### config.mk
export PLATFORM = sky130hd
export DESIGN_NAME = uart_tx_fifo
export DESIGN_NICKNAME = d
export VERILOG_FILES = /design/src/rtl/uart_pkg.sv /design/src/rtl/sync_fifo.sv /design/src/rtl/uart_tx_fifo.sv
export SDC_FILE = /design/constraint.sdc
export NUM_CORES = 1
export LEC_CHECK = 0
export ABC_AREA = 1
export CAP_MARGIN = 20
export CORE_MARGIN = 3
export CORE_UTILIZATION = 35
export DETAILED_ROUTE_END_ITERATION = 10
export PLACE_DENSITY_LB_ADDON = 0.12
export SETUP_SLACK_MARGIN = 0.4
export SYNTH_ARGS = -nofsm -noshare
export SYNTH_HDL_FRONTEND = slang
export SYNTH_SLANG_ARGS = --single-unit
### constraint.sdc
create_clock -name clk -period 4.6 [get_ports clk]
set_input_delay 1.15 -clock clk [delete_from_list [all_inputs] [get_ports clk]]
set_output_delay 1.15 -clock clk [all_outputs]
set_load 0.1 [all_outputs]
### src/rtl/uart_pkg.sv
// -----------------------------------------------------------------------------
// uart_pkg
// Shared types and helpers for the buffered UART transmitter.
//   tx_state_t      : transmitter FSM states
//   PAR_NONE/EVEN/ODD : parity mode encodings for the PARITY parameter
//   clks_per_bit()  : clk cycles per serial bit (integer division)
// -----------------------------------------------------------------------------
package uart_pkg;

    typedef enum logic [2:0] {
        IDLE,
        START,
        DATA,
        PARITY,
        STOP
    } tx_state_t;

    localparam int PAR_NONE = 0;
    localparam int PAR_EVEN = 1;
    localparam int PAR_ODD  = 2;

    function automatic int clks_per_bit(input int clk_freq, input int baud);
        return clk_freq / baud;
    endfunction

endpackage

### src/rtl/sync_fifo.sv
// -----------------------------------------------------------------------------
// sync_fifo
// Single-clock first-word-fall-through FIFO. dout always shows the oldest entry
// while the FIFO is non-empty; a pop simply advances past it.
// Ports:
//   clk, rst : clock and asynchronous active-high reset (flushes the FIFO)
//   push     : write din at this edge (ignored while full)
//   pop      : discard the head entry at this edge (ignored while empty)
//   din/dout : write data / head-of-queue data
//   full, empty, count : occupancy status, count ranges 0..DEPTH
// -----------------------------------------------------------------------------
module sync_fifo #(
    parameter int WIDTH = 8,
    parameter int DEPTH = 16
) (
    input  logic                   clk,
    input  logic                   rst,
    input  logic                   push,
    input  logic                   pop,
    input  logic [WIDTH-1:0]       din,
    output logic [WIDTH-1:0]       dout,
    output logic                   full,
    output logic                   empty,
    output logic [$clog2(DEPTH):0] count
);

    localparam int AW = $clog2(DEPTH);
    localparam logic [AW:0] FULL_COUNT = (AW + 1)'(DEPTH);

    logic [WIDTH-1:0] mem [DEPTH];
    logic [AW-1:0]    wr_ptr;
    logic [AW-1:0]    rd_ptr;
    logic             do_push;
    logic             do_pop;

    assign full    = (count == FULL_COUNT);
    assign empty   = (count == '0);
    assign do_push = push && !full;
    assign do_pop  = pop && !empty;
    assign dout    = mem[rd_ptr];

    // NOTE: the storage array has no reset; resetting the pointers and count is
    // enough to flush it, and leaving it out keeps the array mappable to RAM.
    always_ff @(posedge clk) begin
        if (do_push) begin
            mem[wr_ptr] <= din;
        end
    end

    // NOTE: sequential state uses non-blocking assignments so every register
    // samples the pre-edge values, independent of statement order.
    always_ff @(posedge clk or posedge rst) begin
        if (rst) begin
            wr_ptr <= '0;
            rd_ptr <= '0;
            count  <= '0;
        end else begin
            // Pointers are exactly AW bits wide, so they wrap at DEPTH by themselves.
            if (do_push) wr_ptr <= wr_ptr + 1'b1;
            if (do_pop)  rd_ptr <= rd_ptr + 1'b1;
            case ({do_push, do_pop})
                2'b10:   count <= count + 1'b1;
                2'b01:   count <= count - 1'b1;
                default: count <= count;
            endcase
        end
    end

endmodule

### src/rtl/uart_tx_fifo.sv
// -----------------------------------------------------------------------------
// uart_tx_fifo
// Buffered UART transmitter: bytes queue in a FIFO and are sent LSB first as
// start / 8 data / optional parity / STOP_BITS stop bits. Frames go out
// back-to-back while bytes are queued.
// Ports:
//   clk, rst   : clock and asynchronous active-high reset
//   tx_data    : byte to queue, written when tx_valid && tx_ready
//   tx_valid   : tx_data is valid
//   tx_ready   : FIFO has room (registered status, no path from tx_valid)
//   tx         : registered serial line, idles high
//   busy       : a frame is in flight or bytes are queued
//   fifo_count : number of queued bytes
// -----------------------------------------------------------------------------
module uart_tx_fifo
    import uart_pkg::*;
#(
    parameter int CLK_FREQ   = 50_000_000,
    parameter int BAUD       = 9600,
    parameter int FIFO_DEPTH = 16,
    parameter int PARITY     = 0,
    parameter int STOP_BITS  = 1
) (
    input  logic                        clk,
    input  logic                        rst,
    input  logic [7:0]                  tx_data,
    input  logic                        tx_valid,
    output logic                        tx_ready,
    output logic                        tx,
    output logic                        busy,
    output logic [$clog2(FIFO_DEPTH):0] fifo_count
);

    localparam int             CPB       = clks_per_bit(CLK_FREQ, BAUD);
    localparam int             CW        = $clog2(CPB + 1);
    localparam logic [CW-1:0]  BIT_LAST  = CW'(CPB - 1);
    localparam logic [2:0]     STOP_LAST = 3'(STOP_BITS - 1);

    tx_state_t     state, state_next;
    logic [CW-1:0] baud_cnt, baud_cnt_next;
    logic [2:0]    bit_idx, bit_idx_next;
    logic [7:0]    shift, shift_next;
    logic          tx_next;
    logic          pop;
    logic          bit_done;
    logic          fifo_full;
    logic          fifo_empty;
    logic [7:0]    fifo_dout;

    sync_fifo #(
        .WIDTH (8),
        .DEPTH (FIFO_DEPTH)
    ) u_fifo (
        .clk   (clk),
        .rst   (rst),
        .push  (tx_valid),
        .pop   (pop),
        .din   (tx_data),
        .dout  (fifo_dout),
        .full  (fifo_full),
        .empty (fifo_empty),
        .count (fifo_count)
    );

    assign tx_ready = !fifo_full;
    assign busy     = (state != IDLE) || !fifo_empty;
    assign bit_done = (baud_cnt == BIT_LAST);

    // NOTE: every signal assigned in this block gets a default first, so no
    // path through the case statement can leave one unassigned and infer a latch.
    always_comb begin
        state_next    = state;
        baud_cnt_next = baud_cnt + 1'b1;
        bit_idx_next  = bit_idx;
        shift_next    = shift;
        pop           = 1'b0;

        unique case (state)
            IDLE: begin
                baud_cnt_next = '0;
                if (!fifo_empty) begin
                    pop        = 1'b1;
                    shift_next = fifo_dout;
                    state_next = START;
                end
            end
            START: begin
                if (bit_done) begin
                    state_next    = DATA;
                    baud_cnt_next = '0;
                    bit_idx_next  = '0;
                end
            end
            DATA: begin
                if (bit_done) begin
                    baud_cnt_next = '0;
                    if (bit_idx == 3'd7) begin
                        bit_idx_next = '0;
                        state_next   = (PARITY != PAR_NONE) ? uart_pkg::PARITY : STOP;
                    end else begin
                        bit_idx_next = bit_idx + 1'b1;
                    end
                end
            end
            uart_pkg::PARITY: begin
                if (bit_done) begin
                    state_next    = STOP;
                    baud_cnt_next = '0;
                    bit_idx_next  = '0;
                end
            end
            STOP: begin
                // bit_idx counts stop bits here so each one is a full bit time.
                if (bit_done) begin
                    baud_cnt_next = '0;
                    if (bit_idx == STOP_LAST) begin
                        bit_idx_next = '0;
                        if (!fifo_empty) begin
                            pop        = 1'b1;
                            shift_next = fifo_dout;
                            state_next = START;
                        end else begin
                            state_next = IDLE;
                        end
                    end else begin
                        bit_idx_next = bit_idx + 1'b1;
                    end
                end
            end
            default: state_next = IDLE;
        endcase

        // tx is registered from the next state so the line changes on the same
        // edge as the state, keeping bit boundaries exactly CPB cycles apart.
        unique case (state_next)
            START:            tx_next = 1'b0;
            DATA:             tx_next = shift_next[bit_idx_next];
            uart_pkg::PARITY: tx_next = (^shift_next) ^ (PARITY == PAR_ODD);
            default:          tx_next = 1'b1;
        endcase
    end

    always_ff @(posedge clk or posedge rst) begin
        if (rst) begin
            state    <= IDLE;
            baud_cnt <= '0;
            bit_idx  <= '0;
            shift    <= '0;
            tx       <= 1'b1;
        end else begin
            state    <= state_next;
            baud_cnt <= baud_cnt_next;
            bit_idx  <= bit_idx_next;
            shift    <= shift_next;
            tx       <= tx_next;
        end
    end

endmodule

# After elaboration in Yosys (flattened, before gate mapping)

Memories as Yosys holds them, arrays and structs flattened.
Cells that the tools add are included.

Add/subtract/negate cells: 6
$lt $le $gt $ge: 1
Eq/ne operators: 12
Multiplexer cells: 31
Reductions and logical operators: 13

Operator list:

| operator                | count |
|---|---|
| $mux W3                 | 12 |
| $pmux W13 S2            | 1 |
| $mux W8                 | 3 |
| $pmux W8 S2             | 1 |
| $pmux W3 S5             | 1 |
| $add A13 B1 Y13 const B | 1 |
| $eq A13 B13 Y1 const B  | 1 |
| $mux W13                | 1 |
| $eq A3 B2 Y1 const B    | 4 |
| $pmux W5 S2             | 1 |
| $pmux W3 S3             | 1 |
| $add A4 B1 Y4 const B   | 2 |
| $reduce_xor A8 Y1       | 1 |
| $mux W1                 | 7 |
| $eq A3 B1 Y1 const B    | 2 |
| $eq A3 B3 Y1 const B    | 2 |
| $logic_not A3 Y1        | 2 |
| $add A5 B1 Y5 const B   | 1 |
| $eq A5 B5 Y1 const B    | 1 |
| $logic_not A5 Y1        | 1 |
| $sub A5 B1 Y5 const B   | 1 |
| $lt A3 B4 Y1 const B    | 1 |
| $reduce_or A4 Y1        | 1 |
| $add A3 B1 Y3 const B   | 1 |
| 11 further kinds        | 13 |

Flip-flop bits (word level): 41
RAM bits: 128
Logic and storage cells: 72
Memories kept: 1

Memories:

| name       | words | bits a word | read ports | clocked after Yosys merged registers in | wr ports | line            | source |
|---|---|---|---|---|---|---|---|
| u_fifo.mem | 16    | 8           | 1          | 0                                       | 1        | sync_fifo.sv:30 | `logic [WIDTH-1:0] mem [DEPTH];` |

# Logic depth before layout (Yosys ltp)

Gate-level depths: netlist (run 1).

Depth in word-level cells: 8
Gate-level depth with buffers: 19
Mapped depth without buffers: 18

# By module

A second synthesis (run 1) with hierarchy kept.

Cells, all modules: 964
Area total of the unflattened synthesis: 8,431.8 um^2

Modules (own cells, without submodules):

| module       | instances | cells an instance | area an instance (um^2) | seq. area each (um^2) |
|---|---|---|---|---|
| sync_fifo    | 1         | 625               | 6,237.2                 | 4,169.0 |
| uart_tx_fifo | 1         | 339               | 2,194.6                 | 701.9 |

# Least setup slack after synthesis (run 1)

OpenSTA, ideal clock, no wires.

Path type: register -> register
Start: register u_fifo.count[4]
End: register u_fifo.count[4]
Setup time: 163 ps
Arrival: 3,445 ps
Required time: 4,437 ps
Path slack: 992 ps
Stages on the path, launching flop included: 11
Period minus slack after synthesis: 3,608 ps
Cell sequence: dfrtp_1 nand3_1 nand2_1 ha_1 inv_1 fa_1 nor2_1 a211oi_1 nor2_1 nor2_1 xor2_1

Elaborated cells between the ends (all ways): 16

RTL lines:

| element                                                  | line               | source |
|---|---|---|
| start, declared                                          | sync_fifo.sv:24    | `output logic [$clog2(DEPTH):0] count` |
| start signal, assigned                                   | sync_fifo.sv:62    | `2'b10: count <= count + 1'b1;` |
| start signal, assigned                                   | sync_fifo.sv:63    | `2'b01: count <= count - 1'b1;` |
| start signal, assigned                                   | sync_fifo.sv:64    | `default: count <= count;` |
| $eq A5 B5 Y1 (*)                                         | sync_fifo.sv:36    | `assign full = (count == FULL_COUNT);` |
| $logic_not A1 Y1 (*)                                     | --                 |  |
| via tx_ready                                             | uart_tx_fifo.sv:28 | `output logic tx_ready,` |
| $logic_and A1 B1 Y1 (*)                                  | sync_fifo.sv:38    | `assign do_push = push && !full;` |
| $eq A2 B1 Y1 / $eq A2 B2 Y1 (equally long branches)      | sync_fifo.sv:61    | `case ({do_push, do_pop})` |
| $pmux W5 S2 / $reduce_bool A2 Y1 (equally long branches) | --                 |  |

Mark *: on every way through the listed nets, which the timed path passes. The rest lies on a longest branch.
A chain may end at the register's enable or synchronous reset.

# Final worst setup path (run 1)

Start: register u_fifo.count[1]
End: output port busy

Word-level cells in the longest chain between the ends: 3

RTL lines:

| element            | line               | source |
|---|---|---|
| $logic_not A5 Y1   | sync_fifo.sv:37    | `assign empty = (count == '0);` |
| $logic_not A1 Y1   | uart_tx_fifo.sv:66 | `assign busy = (state != IDLE) \|\| !fifo_empty;` |
| $logic_or A1 B1 Y1 | uart_tx_fifo.sv:66 |  |
| end, declared      | uart_tx_fifo.sv:30 | `output logic busy,` |

Every way passes these cells.

==> impl_table.tex, run 1 <==
\begin{tabular}{lr}
\hline
Metric & Value \\
\hline
\multicolumn{2}{l}{\textbf{Synth}} \\
Cell variety after synth & 46 \\
Number of warning messages in the yosys log & 0 \\
Top post-synthesis cells by area & edfxtp\_1, dfrtp\_1, nand2\_1 \\
Yosys top cell area share & 47.7\% \\
Average instance area after synthesis & 9.86 µm² \\
Synth Net Count & 843 \\
Synthesized instance count & 818 \\
Proportion of synthesized chip area in sequential cells & 60.4\% \\
Synthesis-stage register bit count & 169 \\
Summed instance area of the synthesized netlist & 8060 µm² \\
Cell accounting for the most synthesized area & edfxtp\_1 \\
\multicolumn{2}{l}{\textbf{Placed design}} \\
Placer congestion estimate & 0.781 \\
Count of input and output buffers & 18 \\
Final HPWL DP & 12700 µm \\
\multicolumn{2}{l}{\textbf{Global route}} \\
Wire length of the first global-routing pass & 30600 µm \\
Via count of the first global-routing pass & 5482 \\
All-layer global routing usage & 16.3\% \\
Total congestion overflow & 0 \\
Initial antenna violation count & 0 \\
Maximum number of pins on one net before global-route repair & 61 \\
\multicolumn{2}{l}{\textbf{STA}} \\
Count of final hold-check violations & 0 \\
Actual slew at the worst max-slew pin & 1.04 ns \\
Maximum clock frequency & 0.285 GHz \\
Final-layout setup total negative slack & 0 ns \\
Fraction of the cycle the final worst path needs & 76.2\% \\
Number of endpoints failing setup at the final stage & 0 \\
Unrepaired setup endpoints after global routing & no \\
Post-Route Skew & 0.00777 ns \\
Headroom to the max-slew limit & 30.6\% \\
Post-layout min period & 3.51 ns \\
Pins over their slew limit & 0 \\
\multicolumn{2}{l}{\textbf{Cells and area}} \\
Most frequent standard cell in the layout excluding fill and tap cells & nand2\_1 \\
Filler instances & 2127 \\
Inserted Diodes & 0 \\
Layout cells sized above 1 & 11.7\% \\
Layout Area Growth over Synthesis & 12.3\% \\
Number of nets in the layout & 857 \\
Most frequent cells in the layout & nand2\_1, edfxtp\_1, nor2\_1 \\
\multicolumn{2}{l}{\textbf{Worst setup path}} \\
Buffers and inverters on the worst path & 2 \\
Critical Setup Path Class & reg -> out \\
Startpoint class of the critical path & flip-flop \\
Largest stage delay on the critical path & 0.96 ns \\
Arrival time worst endpoint & 2.36 ns \\
Largest fanout on the critical path & 5 \\
CP max-delay cell & clkdlybuf4s50\_1 \\
Cells traversed along the worst timing path & nor2\_1, nand3\_2, inv\_1, nand2\_1, clkdlybuf4s50\_1 \\
Worst Setup End Kind & output port \\
Worst Path Required & 3.45 ns \\
Largest delay contributor family on the critical path & buffers and inverters \\
\multicolumn{2}{l}{\textbf{Drt}} \\
Final routed DRC violation total & 0 \\
Via count & 5482 \\
Routed Antenna Nets & 0 \\
Iteration-0 DRC count of the detailed router & 465 \\
Drt via density & 4.87 \\
Detailed-routing iteration count for the pre-antenna-repair pass & 5 \\
Routed WL & 19100 µm \\
Routed wirelength normalized by instance count & 17.0 µm \\
\multicolumn{2}{l}{\textbf{CTS}} \\
Largest buffer count on any clock path & 2 \\
CTS H-Tree Depth & 4 \\
Hold-fix buffers, CTS & 0 \\
Post-CTS Setup Bufs & 0 \\
Buffer cell driving the clock tree root & clkbuf\_16 \\
Clock tree from TritonCTS & yes \\
Resize count post-CTS & 0 \\
Skew-Pair Late Insertion Delay & 0.42 ns \\
Number of buffers inserted during clock tree synthesis & 17 \\
Clock-pin slew reported for the worst setup and hold paths after clock tree synthesis & 0.07 ns \\
Count of clock tree sinks & 169 \\
\multicolumn{2}{l}{\textbf{Die}} \\
Die footprint & 24900 µm² \\
Floorplan die width & 158 µm \\
Placement row count & 54 \\
Starting density of the core & 36.3\% \\
Placeable Area & 22200 µm² \\
Die boundary height & 158 µm \\
Number of top-level design ports & 19 \\
\multicolumn{2}{l}{\textbf{Status}} \\
Run status & completed \\
\multicolumn{2}{l}{\textbf{Job}} \\
Max-cap violations & 0 \\
\multicolumn{2}{l}{\textbf{Power}} \\
Total chip power & 5430 µW \\
Worst-case vdd ir drop & 0.489 mV \\
Cell leakage power & 0.00372 µW \\
Power per unit of standard cell area & 600 nW/µm² \\
\multicolumn{2}{l}{\textbf{Hold path}} \\
Worst min-delay path category & reg -> reg \\
\hline
\end{tabular}
-- synthesized netlist by cell type, drive strengths merged --
| master | n |
|---|---|
| nand2 | 253 |
| edfxtp | 128 |
| nor2 | 106 |
| inv | 87 |
| nand3 | 82 |
| dfrtp | 40 |
| buf | 27 |
| o21ai | 27 |
| ha | 13 |
| xor2 | 10 |
| nor3 | 8 |
| a21oi | 6 |
| clkinv | 6 |
| o211ai | 4 |
| a31oi | 3 |
| nand4 | 3 |
| a22oi | 2 |
| o21a | 2 |
| o21bai | 2 |
| a211oi | 1 |
| a221oi | 1 |
| dfstp | 1 |
| fa | 1 |
| nor4 | 1 |
| o311ai | 1 |
| o31ai | 1 |
| or2 | 1 |
| xnor2 | 1 |
-- flip-flops by register name, indices dropped and copies added, names as in the netlist --
name	count
shift	8
u_fifo.count	5
u_fifo.mem	128
u_fifo.wr_ptr	4
u_fifo.rd_ptr	4
bit_idx	3
state	3
baud_cnt	13
tx	1
-- layout make-up --
type                            count  area, µm²  area share [%]
Clock buffer                       17        425            4.70
Clock inverter                     15        166            1.84
Inverter                           93        357            3.94
Multi-Input combinational cell    529       2660            29.4
Sequential cell                   169       4870            53.8
Tap cell                          280        350            3.87
Timing Repair Buffer               22        223            2.46
-- cell families (layout without fill, tap and decap cells) --
logic type               count (synthesis)  after routing  synth area share, %
XOR/XNOR                                11             11                 1.43
flip-flops                             169            169                 60.4
AND/OR/NAND/NOR                        454            454                 25.5
AO/OA/AOI/OAI                           50             50                 3.85
adder cells (fa/ha/maj)                 14             14                 2.27
buffers and inverters                  120            147                 6.55
-- worst paths after layout --
| path | start | end | slack [ns] | cells after the start |
|---|---|---|---|---|
| min in group asynchronous | rst | u_fifo.count[0]$_DFFE_PP0P_ | 0.91 | 2 |
| hold / removal | baud_cnt[0]$_DFF_PP0_ | baud_cnt[0]$_DFF_PP0_ | 0.49 | 1 |
| setup / recovery | u_fifo.count[1]$_DFFE_PP0P_ | busy | 1.09 | 5 |
| hold reg to reg | baud_cnt[0]$_DFF_PP0_ | baud_cnt[0]$_DFF_PP0_ | 0.49 | 1 |
| max in group asynchronous | rst | tx$_DFF_PP1_ | 3.21 | 3 |
| setup reg to reg | u_fifo.rd_ptr[1]$_DFFE_PP0P_ | tx$_DFF_PP1_ | 1.74 | 15 |
-- through the flow --
step                      worst slack [ns]  instances  hold slack, ns  utilization [%]  cell area, µm²
after floorplan                      0.992        818           0.455                -            8060
after global placement                1.42       1092           0.476             38.0            8450
after detailed placement              1.36       1092           0.483             38.0            8450
after CTS                             1.07       1124           0.493             40.7            9040
after global routing                 0.996       1125           0.514             40.7            9060
final                                 1.09       1125           0.487             40.7            9060
-- per-layer routing --
metal / share of wire [%] / global-route usage, % / vias to the layer above
met2: 47 / 25.6 / 80
met4: 0.96 / 4.09 / 0
met1: 49 / 23.5 / 2698
met5: 0 / 0 / -
li1: - / - / 2691
met3: 2.8 / 2.87 / 13
-- power by group --
part	switching [µW]	internal, µW	total, µW
registers	193	1880	2070
logic	1370	552	1920
clock network	630	812	1440
Note: power is estimated with default switching activity, not from simulation.
==> inputs of run 2 (changes only) <==
==> constraint.sdc (replaced) <==
create_clock -name clk -period 3.3 [get_ports clk]
set_input_delay 0.825 -clock clk [delete_from_list [all_inputs] [get_ports clk]]
set_output_delay 0.825 -clock clk [all_outputs]
set_load 0.1 [all_outputs]
==> impl_table.tex, run 2 (synthesized netlist as in run 1, its figures left out) <==
\begin{tabular}{lr}
\hline
Metric & Value \\
\hline
\multicolumn{2}{l}{\textbf{STA}} \\
Fraction of the cycle the final worst path needs & 80.0\% \\
Unrepaired setup endpoints after global routing & no \\
Actual slew at the worst max-slew pin & 0.803 ns \\
Worst Hold Margin & 0.487 ns \\
Maximum clock frequency & 0.379 GHz \\
Count of final hold-check violations & 0 \\
Post-layout min period & 2.64 ns \\
Minimum setup slack in the final design & 0.659 ns \\
Headroom to the max-slew limit & 46.3\% \\
Pins over their slew limit & 0 \\
Final-layout setup total negative slack & 0 ns \\
Number of endpoints failing setup at the final stage & 0 \\
Post-Route Skew & 0.00876 ns \\
\multicolumn{2}{l}{\textbf{Worst setup path}} \\
Logic depth of the worst register-to-register path & 17 \\
Register-to-register setup slack & 0.66 ns \\
Largest stage delay on the critical path & 0.46 ns \\
Largest fanout on the critical path & 4 \\
Worst flop-to-flop path startpoint & bit\_idx[0]\$\_DFF\_PP0\_ \\
Critical Setup Path Class & reg -> reg \\
Worst Setup End Kind & flip-flop \\
Startpoint class of the critical path & flip-flop \\
Cell type with the highest occurrence count on the critical path & inv\_1 \\
Worst Path Required & 3.63 ns \\
CP max-delay cell & dfrtp\_1 \\
Endpoint of the most critical register-to-register path & u\_fifo.count[4]\$\_DFFE\_PP0P\_ \\
Cells traversed along the worst timing path & inv\_1, ha\_1, inv\_1, nor2\_1, nand2\_1, inv\_1, nand3\_2, nand2\_8, ha\_2, inv\_1, fa\_1, nor2\_1, a211oi\_1, nand2\_1, nand2\_1, nor2\_1, xor2\_1 \\
Arrival time worst endpoint & 2.97 ns \\
\multicolumn{2}{l}{\textbf{CTS}} \\
Largest buffer count on any clock path & 2 \\
Clock tree from TritonCTS & yes \\
Hold-fix buffers, CTS & 0 \\
Clock-pin slew reported for the worst setup and hold paths after clock tree synthesis & 0.07 ns \\
Count of clock tree sinks & 169 \\
Buffer cell driving the clock tree root & clkbuf\_16 \\
CTS H-Tree Depth & 4 \\
Skew-Pair Late Insertion Delay & 0.42 ns \\
Number of buffers inserted during clock tree synthesis & 17 \\
\multicolumn{2}{l}{\textbf{Die}} \\
Die boundary height & 158 µm \\
Number of top-level design ports & 19 \\
Placement row count & 54 \\
Die footprint & 24900 µm² \\
Floorplan die width & 158 µm \\
Starting density of the core & 36.3\% \\
Placeable Area & 22200 µm² \\
\multicolumn{2}{l}{\textbf{Cells and area}} \\
Filler instances & 2165 \\
Number of nets in the layout & 875 \\
Most frequent standard cell in the layout excluding fill and tap cells & nand2\_1 \\
Most frequent cells in the layout & nand2\_1, edfxtp\_1, nor2\_1 \\
Layout Area Growth over Synthesis & 13.7\% \\
Layout cells sized above 1 & 15.1\% \\
Largest register FFs & 128 \\
Largest regs & u\_fifo.mem (128), baud\_cnt (13), shift (8) \\
Top register by number of flip-flops & u\_fifo.mem \\
Inserted Diodes & 0 \\
\multicolumn{2}{l}{\textbf{Global route}} \\
Wire length of the first global-routing pass & 30100 µm \\
All-layer global routing usage & 15.8\% \\
Maximum number of pins on one net before global-route repair & 72 \\
Total congestion overflow & 0 \\
Initial antenna violation count & 0 \\
Via count of the first global-routing pass & 5408 \\
\multicolumn{2}{l}{\textbf{Placed design}} \\
Final HPWL DP & 12200 µm \\
Placement-stage worst setup slack & 0.457 ns \\
Placer congestion estimate & 0.813 \\
Count of input and output buffers & 18 \\
\multicolumn{2}{l}{\textbf{Drt}} \\
Via count & 5443 \\
Iteration-0 DRC count of the detailed router & 439 \\
Drt via density & 4.76 \\
Routed WL & 18500 µm \\
Routed wirelength normalized by instance count & 16.2 µm \\
Detailed-routing iteration count for the pre-antenna-repair pass & 5 \\
Routed Antenna Nets & 0 \\
Final routed DRC violation total & 0 \\
\multicolumn{2}{l}{\textbf{Hold path}} \\
Worst hold endpoint & baud\_cnt[0]\$\_DFF\_PP0\_ \\
Worst min-delay path category & reg -> reg \\
Hold path startpoint & baud\_cnt[0]\$\_DFF\_PP0\_ \\
Worst hold path cell count & 1 \\
\multicolumn{2}{l}{\textbf{Job}} \\
Max-cap violations & 0 \\
\multicolumn{2}{l}{\textbf{Power}} \\
Cell leakage power & 0.00380 µW \\
Worst-case vdd ir drop & 0.407 mV \\
Power per unit of standard cell area & 819 nW/µm² \\
\multicolumn{2}{l}{\textbf{Status}} \\
Run status & completed \\
\hline
\end{tabular}
## run 2: cell count changes in the layout (fill, tap and decap cells not counted), moves of 2 or more
cell             delta
dfrtp_1             -5
buf_4              +26
clkdlybuf4s50_1     -8
inv_6               -2
clkinv_1            +2
clkinv_4            +2
dfrtp_2             +5
## run 2: routing by layer
layer  wire [µm]  GRT usage [%]  share of wire [%]  up-vias
li1            -              -                  -     2731
met1        9180           22.7                 50     2611
met2        8440           24.6                 46       87
met3         694           3.14                3.8       14
met4         185           3.68                1.0        0
met5           0              0                  0        -
## run 2: layout make-up
cell class | instances | area (µm²) | area share, %
sequential | 169 | 4880 | 53.2
tap | 280 | 350 | 3.82
multi-input combinational | 529 | 2690 | 29.3
clock inverter | 14 | 125 | 1.36
timing repair buffer | 40 | 338 | 3.69
clock buffer | 18 | 429 | 4.68
inverter | 93 | 357 | 3.89
## run 2: worst max-delay path by stage
stage / start / end / slack [ns]
floorplan: u_fifo.count[1]$_DFFE_PP0P_ / u_fifo.count[4]$_DFFE_PP0P_ / 0.54
CTS: bit_idx[0]$_DFF_PP0_ / u_fifo.count[4]$_DFFE_PP0P_ / 0.43
global placement: tx_valid / u_fifo.count[4]$_DFFE_PP0P_ / 0.52
global route: bit_idx[0]$_DFF_PP0_ / u_fifo.count[4]$_DFFE_PP0P_ / 0.45
detailed placement: tx_valid / u_fifo.count[4]$_DFFE_PP0P_ / 0.46
finish: bit_idx[0]$_DFF_PP0_ / u_fifo.count[4]$_DFFE_PP0P_ / 0.66
## run 2: stage by stage
step	power (µW)	instance area, µm²	instances	util, %
after floorplan	4950	8080	818	-
after global placement	5670	8590	1110	38.7
after detailed placement	5690	8590	1110	38.7
after CTS	7580	9150	1142	41.1
after global routing	8050	9170	1143	41.2
final	7510	9170	1143	41.2
## run 2: what timing repair did
item,CTS,global route
setup endpoints to repair,0,1
resized for setup,0,3
setup buffers,0,1
## run 2: report_power, final
group / switching [µW] / internal, µW
clock network: 833 / 1040
registers: 214 / 2630
logic: 1970 / 829
## run 2: critical path: cells and delay by family, from the launching register on
kind | cells | cell delay (ns)
adder cells (fa/ha/maj) | 3 | 0.75
AND/OR/NAND/NOR | 8 | 0.82
XOR/XNOR | 1 | 0.18
AO/OA/AOI/OAI | 1 | 0.07
buffers and inverters | 4 | 0.27
flip-flops | 1 | 0.46
==> inputs of run 3 (changes only) <==
==> constraint.sdc (replaced) <==
create_clock -name clk -period 2.3 [get_ports clk]
set_input_delay 0.575 -clock clk [delete_from_list [all_inputs] [get_ports clk]]
set_output_delay 0.575 -clock clk [all_outputs]
set_load 0.1 [all_outputs]
==> impl_table.tex, run 3 (synthesized netlist as in run 1, its figures left out) <==
\begin{tabular}{lr}
\hline
Metric & Value \\
\hline
\multicolumn{2}{l}{\textbf{Cells and area}} \\
Most frequent cells in the layout & nand2\_1, edfxtp\_1, nor2\_1 \\
Final std cell area, no fill & 10500 µm² \\
Layout Area Growth over Synthesis & 29.9\% \\
Largest register FFs & 128 \\
Top register by number of flip-flops & u\_fifo.mem \\
Number of nets in the layout & 940 \\
Layout cells sized above 1 & 30.4\% \\
Filler instances & 2023 \\
Inserted Diodes & 0 \\
Largest regs & u\_fifo.mem (128), baud\_cnt (13), shift (8) \\
Post-Route Utilization & 47.1\% \\
Most frequent standard cell in the layout excluding fill and tap cells & nand2\_1 \\
\multicolumn{2}{l}{\textbf{Drt}} \\
Final routed DRC violation total & 0 \\
Routed WL & 20000 µm \\
Iteration-0 DRC count of the detailed router & 437 \\
Routed Antenna Nets & 0 \\
Drt via density & 4.85 \\
Routed wirelength normalized by instance count & 16.5 µm \\
Via count & 5854 \\
Detailed-routing iteration count for the pre-antenna-repair pass & 5 \\
\multicolumn{2}{l}{\textbf{STA}} \\
Count of final hold-check violations & 0 \\
Unrepaired setup endpoints after global routing & yes \\
Actual slew at the worst max-slew pin & 0.707 ns \\
Headroom to the max-slew limit & 52.5\% \\
Fraction of the cycle the final worst path needs & 96.6\% \\
Post-Route Skew & 0.0106 ns \\
Final-layout setup total negative slack & 0 ns \\
Post-layout min period & 2.22 ns \\
Worst Hold Margin & 0.509 ns \\
Pins over their slew limit & 0 \\
Minimum setup slack in the final design & 0.0776 ns \\
Number of endpoints failing setup at the final stage & 0 \\
Maximum clock frequency & 0.450 GHz \\
\multicolumn{2}{l}{\textbf{Global route}} \\
All-layer global routing usage & 16.7\% \\
Via count of the first global-routing pass & 5733 \\
Initial antenna violation count & 0 \\
Fraction of met2 tracks used by global routing & 25.3\% \\
Met1 Use GR & 24.6\% \\
Global routing's busiest layer & met2 \\
Met3 demand-to-capacity share in global routing & 3.06\% \\
Total congestion overflow & 0 \\
Wire length of the first global-routing pass & 31700 µm \\
Maximum number of pins on one net before global-route repair & 29 \\
\multicolumn{2}{l}{\textbf{Power}} \\
Sequential share of power & 33.2\% \\
Worst-case vdd ir drop & 0.879 mV \\
Switch Pwr & 4830 µW \\
Net switching fraction of the power & 39.7\% \\
Internal Power & 7330 µW \\
Combinational Power Share & 43.8\% \\
Fraction of power consumed by the clock network & 23.0\% \\
Power per unit of standard cell area & 1160 nW/µm² \\
Cell leakage power & 0.00431 µW \\
\multicolumn{2}{l}{\textbf{CTS}} \\
Largest buffer count on any clock path & 2 \\
Clock-pin slew reported for the worst setup and hold paths after clock tree synthesis & 0.07 ns \\
Clock tree from TritonCTS & yes \\
Number of buffers inserted during clock tree synthesis & 17 \\
CTS H-Tree Depth & 4 \\
Skew-Pair Late Insertion Delay & 0.42 ns \\
Buffer cell driving the clock tree root & clkbuf\_16 \\
Count of clock tree sinks & 169 \\
\multicolumn{2}{l}{\textbf{Worst setup path}} \\
Worst Path Required & 2.61 ns \\
Arrival time worst endpoint & 2.53 ns \\
Worst Setup End Kind & flip-flop \\
Critical Setup Path Class & reg -> reg \\
Largest fanout on the critical path & 6 \\
Startpoint class of the critical path & flip-flop \\
\multicolumn{2}{l}{\textbf{Die}} \\
Starting density of the core & 36.3\% \\
Floorplan die width & 158 µm \\
Placement row count & 54 \\
Placeable Area & 22200 µm² \\
Die footprint & 24900 µm² \\
Number of top-level design ports & 19 \\
Die boundary height & 158 µm \\
\multicolumn{2}{l}{\textbf{Status}} \\
Run status & completed \\
\multicolumn{2}{l}{\textbf{Placed design}} \\
Post-place instance area & 9020 µm² \\
Final HPWL DP & 13000 µm \\
Placer congestion estimate & 0.798 \\
Count of input and output buffers & 18 \\
Placement-stage worst setup slack & -0.0778 ns \\
\multicolumn{2}{l}{\textbf{Job}} \\
Max-cap violations & 0 \\
\multicolumn{2}{l}{\textbf{Hold path}} \\
Worst min-delay path category & in -> async \\
\hline
\end{tabular}
run 3: changes by cell type in the layout (fill, tap and decap cells not counted), sizes merged:
| cell | previous run | this run |
|---|---|---|
| buf | 30 | 94 |
| bufinv | 1 | 2 |
| clkinv | 14 | 11 |
| clkbuf | 18 | 21 |
run 3: path summary, 6_finish.rpt:
check,cells past startpoint,startpoint,slack [ns],endpoint
max,17,baud_cnt[0]$_DFF_PP0_,0.08,baud_cnt[12]$_DFF_PP0_
max reg2reg,17,baud_cnt[0]$_DFF_PP0_,0.08,baud_cnt[12]$_DFF_PP0_
min in group clk,1,baud_cnt[10]$_DFF_PP0_,0.51,baud_cnt[10]$_DFF_PP0_
min,2,rst,0.51,u_fifo.count[2]$_DFFE_PP0P_
min reg2reg,1,baud_cnt[10]$_DFF_PP0_,0.51,baud_cnt[10]$_DFF_PP0_
max in group asynchronous,3,rst,1.24,u_fifo.count[1]$_DFFE_PP0P_
run 3: layout make-up:
| type | count | area [µm²] | share of cell area [%] |
|---|---|---|---|
| Clock buffer | 20 | 447 | 4.26 |
| Multi-Input combinational cell | 529 | 3180 | 30.4 |
| Timing Repair Buffer | 105 | 1110 | 10.6 |
| Inverter | 93 | 367 | 3.50 |
| Tap cell | 280 | 350 | 3.34 |
| Clock inverter | 12 | 126 | 1.21 |
| Sequential cell | 169 | 4890 | 46.7 |
run 3: routing by layer:
layer,vias up,share of wire (%)
li1,2868,-
met1,2858,49
met2,115,46
met3,13,4.0
met4,0,1.2
met5,-,0
run 3: worst max-delay path: stages (launching register included):
cell and delay, ns:
dfrtp_1 0.35, ha_2 0.19, buf_4 0.11, buf_6 0.08, nand2_2 0.05, inv_2 0.07
nand2_2 0.07, inv_2 0.07, nand3_4 0.13, buf_6 0.16, buf_6 0.10, buf_6 0.10
buf_6 0.10, a22oi_2 0.13, buf_4 0.15, buf_12 0.10, o21bai_1 0.09, a21oi_1 0.05
run 3: power groups by stage:
stage               Clock [µW]  Combinational (µW)  Sequential (µW)
floorplan                    0                2960             4410
global placement             0                4520             4090
detailed placement           0                4550             4110
CTS                       2860                5040             4040
global route              2990                5900             4090
finish                    2800                5330             4040
run 3: what timing repair did:
| item | CTS | global route |
|---|---|---|
| hold buffers | 0 | 0 |
| setup endpoints to repair | 20 | 60 |
| setup buffers | 27 | 20 |
| pin swaps | 28 | 32 |
| gates cloned | 1 | 1 |
| resized for setup | 53 | 64 |
run 3: per-stage QoR:
stage	instances	total power, µW
CTS	1187	11900
global route	1208	13000
finish	1208	12200
global placement	1127	8610
detailed placement	1127	8660
floorplan	818	7370
